[src/rtl/bit_packer_pkg.sv]
// Shared state encoding and sizing helper for the bit packer.
package bit_packer_pkg;

  typedef enum logic {
    ST_FILL  = 1'b0,
    ST_FLUSH = 1'b1
  } state_e;

  function automatic int cnt_width(input int acc_w);
    return $clog2(acc_w + 1);
  endfunction

endpackage

[src/rtl/bit_packer_if.sv]
// Field-in / word-out ready-valid bundle; master drives fields and sinks words.
interface bit_packer_if #(
  parameter int IN_W  = 5,
  parameter int OUT_W = 8
);
  logic             in_valid;
  logic             in_ready;
  logic [IN_W-1:0]  in_data;
  logic             in_last;
  logic             out_valid;
  logic             out_ready;
  logic [OUT_W-1:0] out_data;
  logic             out_last;

  modport master (
    output in_valid, in_data, in_last, out_ready,
    input  in_ready, out_valid, out_data, out_last
  );

  modport slave (
    input  in_valid, in_data, in_last, out_ready,
    output in_ready, out_valid, out_data, out_last
  );
endinterface

[src/rtl/bit_packer_acc.sv]
// MSB-aligned shift accumulator: valid bits occupy the top count_o positions, bits below are zero.
module bit_packer_acc #(
  parameter int IN_W  = 5,
  parameter int OUT_W = 8,
  parameter int ACC_W = IN_W + OUT_W - 1,
  parameter int CNT_W = 4
) (
  input  logic             clk_i,
  input  logic             reset_i,
  input  logic             push_i,
  input  logic             pop_i,
  input  logic             clear_i,
  input  logic [IN_W-1:0]  data_i,
  output logic [OUT_W-1:0] top_o,
  output logic [CNT_W-1:0] count_o
);

  logic [ACC_W-1:0] acc_q, acc_d, kept;
  logic [CNT_W-1:0] count_q, count_d, rem;

  always_comb begin
    kept    = acc_q;
    rem     = count_q;
    if (pop_i) begin
      kept = acc_q << OUT_W;
      rem  = count_q - CNT_W'(OUT_W);
    end
    acc_d   = kept;
    count_d = rem;
    // New field lands directly below whatever survives the pop.
    if (push_i) begin
      acc_d   = kept | ((ACC_W'(data_i) << (ACC_W - IN_W)) >> rem);
      count_d = rem + CNT_W'(IN_W);
    end
    if (clear_i) begin
      acc_d   = '0;
      count_d = '0;
    end
  end

  always_ff @(posedge clk_i) begin
    if (reset_i) begin
      acc_q   <= '0;
      count_q <= '0;
    end else begin
      acc_q   <= acc_d;
      count_q <= count_d;
    end
  end

  assign top_o   = acc_q[ACC_W-1 -: OUT_W];
  assign count_o = count_q;

endmodule

[src/rtl/bit_packer.sv]
// Packs IN_W-bit fields MSB-first into OUT_W-bit words, padding the packet tail with PAD_BIT.
// Optional BIT_PACKER_STATS_EN adds a saturating 16-bit popped-word counter (word_cnt).
module bit_packer
  import bit_packer_pkg::*;
#(
  parameter int   IN_W    = 5,
  parameter int   OUT_W   = 8,
  parameter logic PAD_BIT = 1'b1
) (
  input  logic         clk,
  input  logic         reset,
  bit_packer_if.slave  bus
`ifdef BIT_PACKER_STATS_EN
  ,
  output logic [15:0]  word_cnt
`endif
);

  localparam int ACC_W = IN_W + OUT_W - 1;
  localparam int CNT_W = cnt_width(ACC_W);

  state_e           state_q, state_d;
  logic [CNT_W-1:0] count;
  logic [OUT_W-1:0] top, pad_mask;
  logic             in_ready, out_valid, out_last;
  logic             push, pop, clear;

  // Handshake outputs decode only registered state, so there is no out_ready -> in_ready path.
  assign in_ready = !reset && (state_q == ST_FILL) && (count <= CNT_W'(ACC_W - IN_W));

  always_comb begin
    out_valid = 1'b0;
    out_last  = 1'b0;
    pad_mask  = '0;
    if (!reset) begin
      if (state_q == ST_FILL) begin
        out_valid = (count >= CNT_W'(OUT_W));
      end else begin
        out_valid = (count != '0);
        out_last  = (count <= CNT_W'(OUT_W));
        if (count < CNT_W'(OUT_W)) pad_mask = {OUT_W{1'b1}} >> count;
      end
    end
  end

  assign push  = bus.in_valid && in_ready;
  assign pop   = out_valid && bus.out_ready;
  assign clear = pop && out_last;

  always_comb begin
    state_d = state_q;
    if (state_q == ST_FILL && push && bus.in_last) state_d = ST_FLUSH;
    else if (state_q == ST_FLUSH && clear)         state_d = ST_FILL;
  end

  always_ff @(posedge clk) begin
    if (reset) state_q <= ST_FILL;
    else       state_q <= state_d;
  end

  bit_packer_acc #(
    .IN_W (IN_W),
    .OUT_W(OUT_W),
    .ACC_W(ACC_W),
    .CNT_W(CNT_W)
  ) u_acc (
    .clk_i  (clk),
    .reset_i(reset),
    .push_i (push),
    .pop_i  (pop),
    .clear_i(clear),
    .data_i (bus.in_data),
    .top_o  (top),
    .count_o(count)
  );

  assign bus.in_ready  = in_ready;
  assign bus.out_valid = out_valid;
  assign bus.out_last  = out_last;
  assign bus.out_data  = reset ? '0 :
                         ((top & ~pad_mask) | (PAD_BIT ? pad_mask : {OUT_W{1'b0}}));

`ifdef BIT_PACKER_STATS_EN
  logic [15:0] word_cnt_q;

  always_ff @(posedge clk) begin
    if (reset)                             word_cnt_q <= '0;
    else if (pop && word_cnt_q != 16'hFFFF) word_cnt_q <= word_cnt_q + 16'd1;
  end

  assign word_cnt = word_cnt_q;
`endif

endmodule
[src/flat_wrapper.sv]
// flat-port wrapper written by rule: the top's interface ports become plain ports
module bit_packer_flat import bit_packer_pkg::*;
#(
  parameter int   IN_W    = 5,
  parameter int   OUT_W   = 8,
  parameter logic PAD_BIT = 1'b1
)
  (clk, reset, bus_in_valid, bus_in_data, bus_in_last, bus_out_ready, bus_in_ready, bus_out_valid, bus_out_data, bus_out_last);
  bit_packer_if #(.IN_W(IN_W), .OUT_W(OUT_W)) bus_i ();
  input  logic clk;
  input  logic reset;
  input wire logic [$bits(bus_i.in_valid)-1:0] bus_in_valid;
  input wire logic [$bits(bus_i.in_data)-1:0] bus_in_data;
  input wire logic [$bits(bus_i.in_last)-1:0] bus_in_last;
  input wire logic [$bits(bus_i.out_ready)-1:0] bus_out_ready;
  output wire logic [$bits(bus_i.in_ready)-1:0] bus_in_ready;
  output wire logic [$bits(bus_i.out_valid)-1:0] bus_out_valid;
  output wire logic [$bits(bus_i.out_data)-1:0] bus_out_data;
  output wire logic [$bits(bus_i.out_last)-1:0] bus_out_last;
  assign bus_i.in_valid = bus_in_valid;
  assign bus_i.in_data = bus_in_data;
  assign bus_i.in_last = bus_in_last;
  assign bus_i.out_ready = bus_out_ready;
  assign bus_in_ready = bus_i.in_ready;
  assign bus_out_valid = bus_i.out_valid;
  assign bus_out_data = bus_i.out_data;
  assign bus_out_last = bus_i.out_last;
  bit_packer #(.IN_W(IN_W), .OUT_W(OUT_W), .PAD_BIT(PAD_BIT)) u_core (.clk(clk), .reset(reset), .bus(bus_i));
endmodule
[config.mk]
export PLATFORM = sky130hd
export DESIGN_NAME = bit_packer_flat
export DESIGN_NICKNAME = d
export VERILOG_FILES = /design/src/rtl/bit_packer_pkg.sv /design/src/rtl/bit_packer_if.sv /design/src/rtl/bit_packer_acc.sv /design/src/rtl/bit_packer.sv /design/src/flat_wrapper.sv
export SDC_FILE = /design/constraint.sdc
export NUM_CORES = 1
export LEC_CHECK = 0
export CAP_MARGIN = 20
export CORE_MARGIN = 2
export CORE_UTILIZATION = 33
export DETAILED_ROUTE_END_ITERATION = 10
export PLACE_DENSITY = 0.65
export SETUP_SLACK_MARGIN = 0.05
export SLEW_MARGIN = 0
export SYNTH_ARGS = -nofsm -noshare
export SYNTH_HDL_FRONTEND = slang
export SYNTH_SLANG_ARGS = --single-unit
[constraint.sdc]
create_clock -name clk -period 5.3 [get_ports clk]
set_clock_uncertainty 0.1 [all_clocks]
set_input_delay 0.53 -clock clk [delete_from_list [all_inputs] [get_ports clk]]
set_output_delay 0.53 -clock clk [all_outputs]
set_load 0.03 [all_outputs]
==> run metrics, run 1 <==
Layout area overhead 23.1%; sw frac between 30 and 40%; most common cell after layout, fill and taps aside nor2_1; CTS Buffer Depth 2; Top FF cell, synth dfxtp_1; f_max between 0.3 and 0.4 GHz; placed cell area around 0.0013 sq mm; CTS tree yes; # IOs 21; ratio of cells with drive above 1 in the final layout 5.30%; sequential cell area 340 sq um; outcome complete, no violations; Startpoint Class register; core area between 0.003 and 0.004 sq mm; Setup WS post-layout approximately 2.2 ns; Seq/Total Area, Yosys approximately 32%; CP Class reg2out; Gate power share between 20% and 30%; Final Cycle Share 57.6%; worst-margin pin slew about 0.6 ns; Total GRT Usage between 10% and 20%; worst path cell trace nor2b_1, and2_1, a21oi_1, nor2_1, clkdlybuf4s50_1; vias in the first global route between 900 and 1000; Cell Count Post-Placement about 190; global-route wire length before repair 4350 um; post-route minimum period 3.05 ns; Detail Route Antenna Nets 0; NumNets Final around 170; Synth Register Bits 17; most frequent cells in the layout 22 x nor2_1, 20 x clkdlybuf4s50_1, 17 x nand2_1, 17 x dfxtp_1, 11 x a21oi_1; register share of total power around 48%; multi-input logic area between 600 and 700 sq um; maximum VDD drop about 0.073 mV; Synth Cell Area between 0.001 and 0.0015 sq mm; final hold vios 0; hold_buf cts 0; DIE AREA 0.00365 sq mm; height of the die just over 60 um; Slew HR between 50% and 60%; Starting Density 34.4%; P_int just over 200 uW; Fill cells 327; Clock Tree Root clkbuf_4; worst endpoint required time ~4.7 ns; Syn Nets about 150; max_cap viols 0; Hold Slack between 0.3 and 0.4 ns; post-route cell area 0.00129 sq mm; Post-CTS Setup Inserts 0; TritonCTS buffer count 3; Clock Latency Late Sink approximately 0.28 ns; Buf+Inv Stages, Crit Path 1; Max FO, Critical Path 8; Pwr Density ~230 mW/mm^2; slowest cell on the critical path clkdlybuf4s50_1; post-CTS sizing 0; Iteration-0 DRC Markers 48; Die W 60.4 um; Place WS between 2 and 2.5 ns; Layout Cells excl Fill between 150 and 200; routed vias 991; async set or reset register ratio after synthesis 0%; Synth Warn # 0; synth unique cells 34; total gr overflow 0; setup_tns 0 ns; Final Setup Violations 0; htree depth 1; 1st-pass router iterations 4; post-DR wirelength/cell between 10 and 15 um; Port Buf Inserts 20; CP peak stage delay approximately 0.69 ns; EDFF count, synth 0; Clock Power Share a little under a quarter; Sw Pwr 99.5 uW; post-DR vias/cell a little over 5; CP Capture Type primary output; Post-Syn Instances roughly 140; Pwr Total around 300 uW; final max-slew violation count 0; final core occ a little over two fifths; delay-heaviest family, CP simple AND/OR/NAND/NOR gates; Detailed Place HPWL ~1900 um; clk slew on worst S/H paths roughly 0.10 ns; largest net degree at the start of global routing 16; leakage power 0.462 nW; row count 20; Remaining DRCs 0; Hold Crit Class reg2reg; Avg Cell Area, Syn between 7 and 8 sq um; RD Place Congestion 0.883; RSZ-0062 raised after global routing no; Post-Route WL about 2600 um; WP data arrival about 2.4 ns; initial antenna violation count 0; clock net sink count 17; Diodes inserted 0
## synth_stat cells, types with 2 or more instances
master / instances / area (sq um)
nand3b_1: 2 / 15.0
clkbuf_1: 5 / 18.8
nor2_1: 22 / 82.6
a31oi_1: 5 / 31.3
a21oi_1: 11 / 55.1
inv_1: 6 / 22.5
and3_1: 2 / 12.5
nand2_1: 17 / 63.8
buf_2: 4 / 20.0
and2_1: 3 / 18.8
o21ai_0: 4 / 20.0
mux2i_1: 7 / 70.1
nand3_1: 2 / 10.0
ha_1: 5 / 62.6
a22oi_1: 3 / 22.5
dfxtp_1: 17 / 340
a22o_1: 3 / 26.3
nor2b_1: 2 / 12.5
## worst register-to-register path, stage by stage (launching register included)
cell	delay, ns
dfxtp_1	0.51
clkinv_1	0.29
ha_1	0.36
a211oi_4	0.41
nor2_1	0.15
a221o_1	0.37
## cell families after synthesis
kind of cell / share of synthesized area (%)
adders and majority gates: 5.95
DFF: 32.4
and+or+nand+nor: 24.4
AOI/OAI and AO/OA: 21.8
buffers and inverters: 6.90
xor gates and xnor gates: 0.833
muxes: 7.74
## area by class of cell
class / instances / share of cell area [%]
Sequential cell: 17 / 26.3
Inverter: 7 / 2.03
Clock buffer: 4 / 2.03
Timing Repair Buffer: 21 / 16.1
Multi-Input combinational cell: 102 / 49.3
Tap cell: 44 / 4.26
## final timing paths
path	from	slack [ns]	to	cells after the start
min	u_core.u_acc.acc_q[3]$_SDFF_PP0_	0.37	u_core.u_acc.acc_q[11]$_SDFF_PP0_	2
max reg2reg	u_core.u_acc.count_o[0]$_SDFFE_PP0N_	3.01	u_core.u_acc.acc_q[5]$_SDFF_PP0_	5
min reg2reg	u_core.u_acc.acc_q[3]$_SDFF_PP0_	0.37	u_core.u_acc.acc_q[11]$_SDFF_PP0_	2
max	u_core.state_q$_SDFFE_PP0P_	2.25	bus_out_data[6]	5
## state kept, by name (all words and copies together), names as in the netlist
name and flops:
u_core.u_acc.acc_q 12, u_core.u_acc.count_o 4, u_core.state_q 1
## layer usage
layer	global-route usage [%]	vias up	wire, um
met1	21.4	463	1220
li1	-	501	-
met2	26.6	23	1270
met4	6.52	0	43
met5	0	-	0
met3	1.92	4	90
## power groups by stage
stage	Clock [mW]	Sequential (mW)	Combinational, mW
6_report	0.0688	0.143	0.0892
3_5_place_dp	0	0.146	0.0890
5_1_grt	0.0764	0.145	0.0985
2_1_floorplan	0	0.141	0.0632
3_3_place_gp	0	0.145	0.0884
4_1_cts	0.0726	0.143	0.0894
No activity file was read; power rests on OpenSTA's default activity.
==> inputs of run 2 (changes only) <==
Settings changed: PLACE_DENSITY 0.65 to 0.67.
Clock period 5.3 ns to 2.75 ns, I/O delays scaled along.
==> run 2 against run 1 <==
Against the previous run:
- worst hold slack worse by 0.0028 ns
- sequential power is 94% higher
- via count is 1.2% higher
- setup slack worse by 2.0 ns
- critical path type unchanged
==> run metrics, run 2 (synthesis gave the netlist of run 1 again) <==
outcome complete, no violations; most common cell after layout, fill and taps aside nor2_1; Startpoint Class register; Final Setup Violations 0 (unchanged); clock net sink count 17 (unchanged); row count 20 (unchanged); Clock Tree Root clkbuf_4; routed vias 1003 (+1.2%); Place WS 0.323 ns (-2.06 ns); max_cap viols 0 (unchanged); Diodes inserted 0 (unchanged); RSZ-0062 raised after global routing no; Worst R2R Setup Slack 0.73 ns (-2.28 ns); FF-to-FF End u_core.u_acc.acc_q[3]$_SDFF_PP0_; maximum VDD drop 0.131 mV (+79%); final core occ 42.8% (+0.45 points); total gr overflow 0 (unchanged); hold_buf cts 0 (unchanged); Detail Route Antenna Nets 0 (unchanged); Critical Path Start u_core.u_acc.count_o[1]$_SDFFE_PP0N_; height of the die 60.4 um (unchanged); Setup WS post-layout 0.238 ns (-2.01 ns); Starting Density 34.4% (unchanged); # IOs 21 (unchanged); f_max around 0.4 GHz; NumNets Final 168 (+0.60%); crit path to bus_out_data[7]; Clock Latency Late Sink 0.30 ns (+0.02 ns); placed cell area 0.00127 sq mm (+0.59%); ratio of cells with drive above 1 in the final layout 8.55% (+3.3 points); Largest register FFs 12 (unchanged); most frequent cells in the layout 22 x nor2_1, 18 x clkdlybuf4s50_1, 17 x nand2_1, 15 x dfxtp_1, 11 x a21oi_1; leakage power 0.493 nW (+6.8%); TritonCTS buffer count 3 (unchanged); worst path cell trace inv_1, ha_1, a31oi_1, nor2_1, clkdlybuf4s50_1; reg2reg path depth 5 (unchanged); GR Util met1 22.4% (+1.1 points); Port Buf Inserts 20 (unchanged); Top reg by flops u_core.u_acc.acc_q; Most Crowded Layer GR met2; Die W 60.4 um (unchanged); initial antenna violation count 0 (unchanged); Pwr Density 450 mW/mm^2 (+94%); global-route wire length before repair 4560 um (+4.8%); DIE AREA 0.00365 sq mm (unchanged); final max-slew violation count 0 (unchanged); setup_tns 0 ns (unchanged); worst-margin pin slew 0.554 ns (-0.0527 ns); CP peak stage delay 0.68 ns (about the same); worst hold start u_core.u_acc.acc_q[0]$_SDFF_PP0_; RD Place Congestion 0.960 (+8.7%); clk slew on worst S/H paths 0.10 ns (about the same); Final Cycle Share around nine tenths; met3 GRT Util 3.41% (+1.5 points); CP Class reg2out; Remaining DRCs 0 (unchanged); post-route minimum period around 2.5 ns; WP data arrival 2.14 ns (-0.28 ns); 1st-pass router iterations 4 (unchanged); largest net degree at the start of global routing 16 (unchanged); Hold Slack 0.369 ns (-0.00281 ns); post-DR vias/cell 5.12 (+0.69%); CTS tree yes; vias in the first global route 965 (-0.72%); core area 0.00305 sq mm (unchanged); CP Capture Type primary output; Layout area overhead 24.4%; Post-Route WL 2710 um (+3.2%); slowest cell on the critical path clkdlybuf4s50_1; Hold Crit Class reg2reg; routing usage on met2 26.2% (-0.31 points); Total GRT Usage 16.8% (+0.76 points); final hold vios 0 (unchanged); post-route cell area 0.00131 sq mm (+1.1%); htree depth 1 (unchanged); Detailed Place HPWL 1990 um (+3.6%); Slew HR 62.9% (+3.5 points); Reg-to-Reg Start u_core.u_acc.count_o[1]$_SDFFE_PP0N_; worst endpoint required time 2.38 ns (-2.29 ns); Iteration-0 DRC Markers 59 (+23%); Max FO, Critical Path 9 (+1); CTS Buffer Depth 2 (unchanged); post-DR wirelength/cell 13.8 um (+2.7%)
run 2: cell count changes in the layout (fill, tap and decap cells not counted):
cell / before / now
buf_4: 1 / 2
clkdlybuf4s50_1: 20 / 18
clkinv_2: 0 / 2
dfxtp_1: 17 / 15
clkbuf_1: 1 / 0
dlygate4sd2_1: 0 / 1
dlymetal6s2s_1: 0 / 1
clkinv_1: 1 / 0
dfxtp_2: 0 / 2
run 2: stage by stage:
step	std cells	power, mW
3_3_place_gp	192	0.452
4_1_cts	196	0.594
3_5_place_dp	192	0.454
6_report	196	0.589
2_1_floorplan	136	0.393
5_1_grt	196	0.626
run 2: what timing repair did:
item | in CTS | in global routing
setup buffers | 0 | 0
pin swaps | 0 | 0
gates resized for setup | 2 | 3
endpoints found under the setup margin | 3 | 3
run 2: layout make-up:
cell class	instances	area, sq um
Sequential cell	17	343
Timing Repair Buffer	22	216
Multi-Input combinational cell	102	638
Clock buffer	3	22.5
Inverter	7	27.5
Clock inverter	1	5.00
Tap cell	44	55.1
Fill cell	335	1750
run 2: critical path, delay by kind of cell (launching register included):
family,cells,cell delay (ns)
AOI/OAI and AO/OA,1,0.13
adders and majority gates,1,0.32
buffers and inverters,2,0.89
DFF,1,0.39
and+or+nand+nor,1,0.10
run 2: power by group:
group / switching, mW / internal [mW] / total [mW]
logic: 0.0987 / 0.0743 / 0.173
registers: 0.0175 / 0.259 / 0.277
clock network: 0.0848 / 0.0543 / 0.139
run 2: worst min-delay path by stage:
stage                                                   end  slack [ns]  cells after the start
after floorplan                 u_core.state_q$_SDFFE_PP0P_        0.30                      1
after global placement    u_core.u_acc.acc_q[11]$_SDFF_PP0_        0.35                      2
after detailed placement   u_core.u_acc.acc_q[0]$_SDFF_PP0_        0.35                      2
after CTS                  u_core.u_acc.acc_q[0]$_SDFF_PP0_        0.37                      2
after global routing      u_core.u_acc.acc_q[10]$_SDFF_PP0_        0.40                      2
final                      u_core.u_acc.acc_q[0]$_SDFF_PP0_        0.37                      2
run 2: layer usage:
metal | vias up | share of wire (%)
li1 | 503 | -
met1 | 460 | 47
met2 | 36 | 46
met3 | 4 | 5.8
met4 | 0 | 1.3
met5 | - | 0
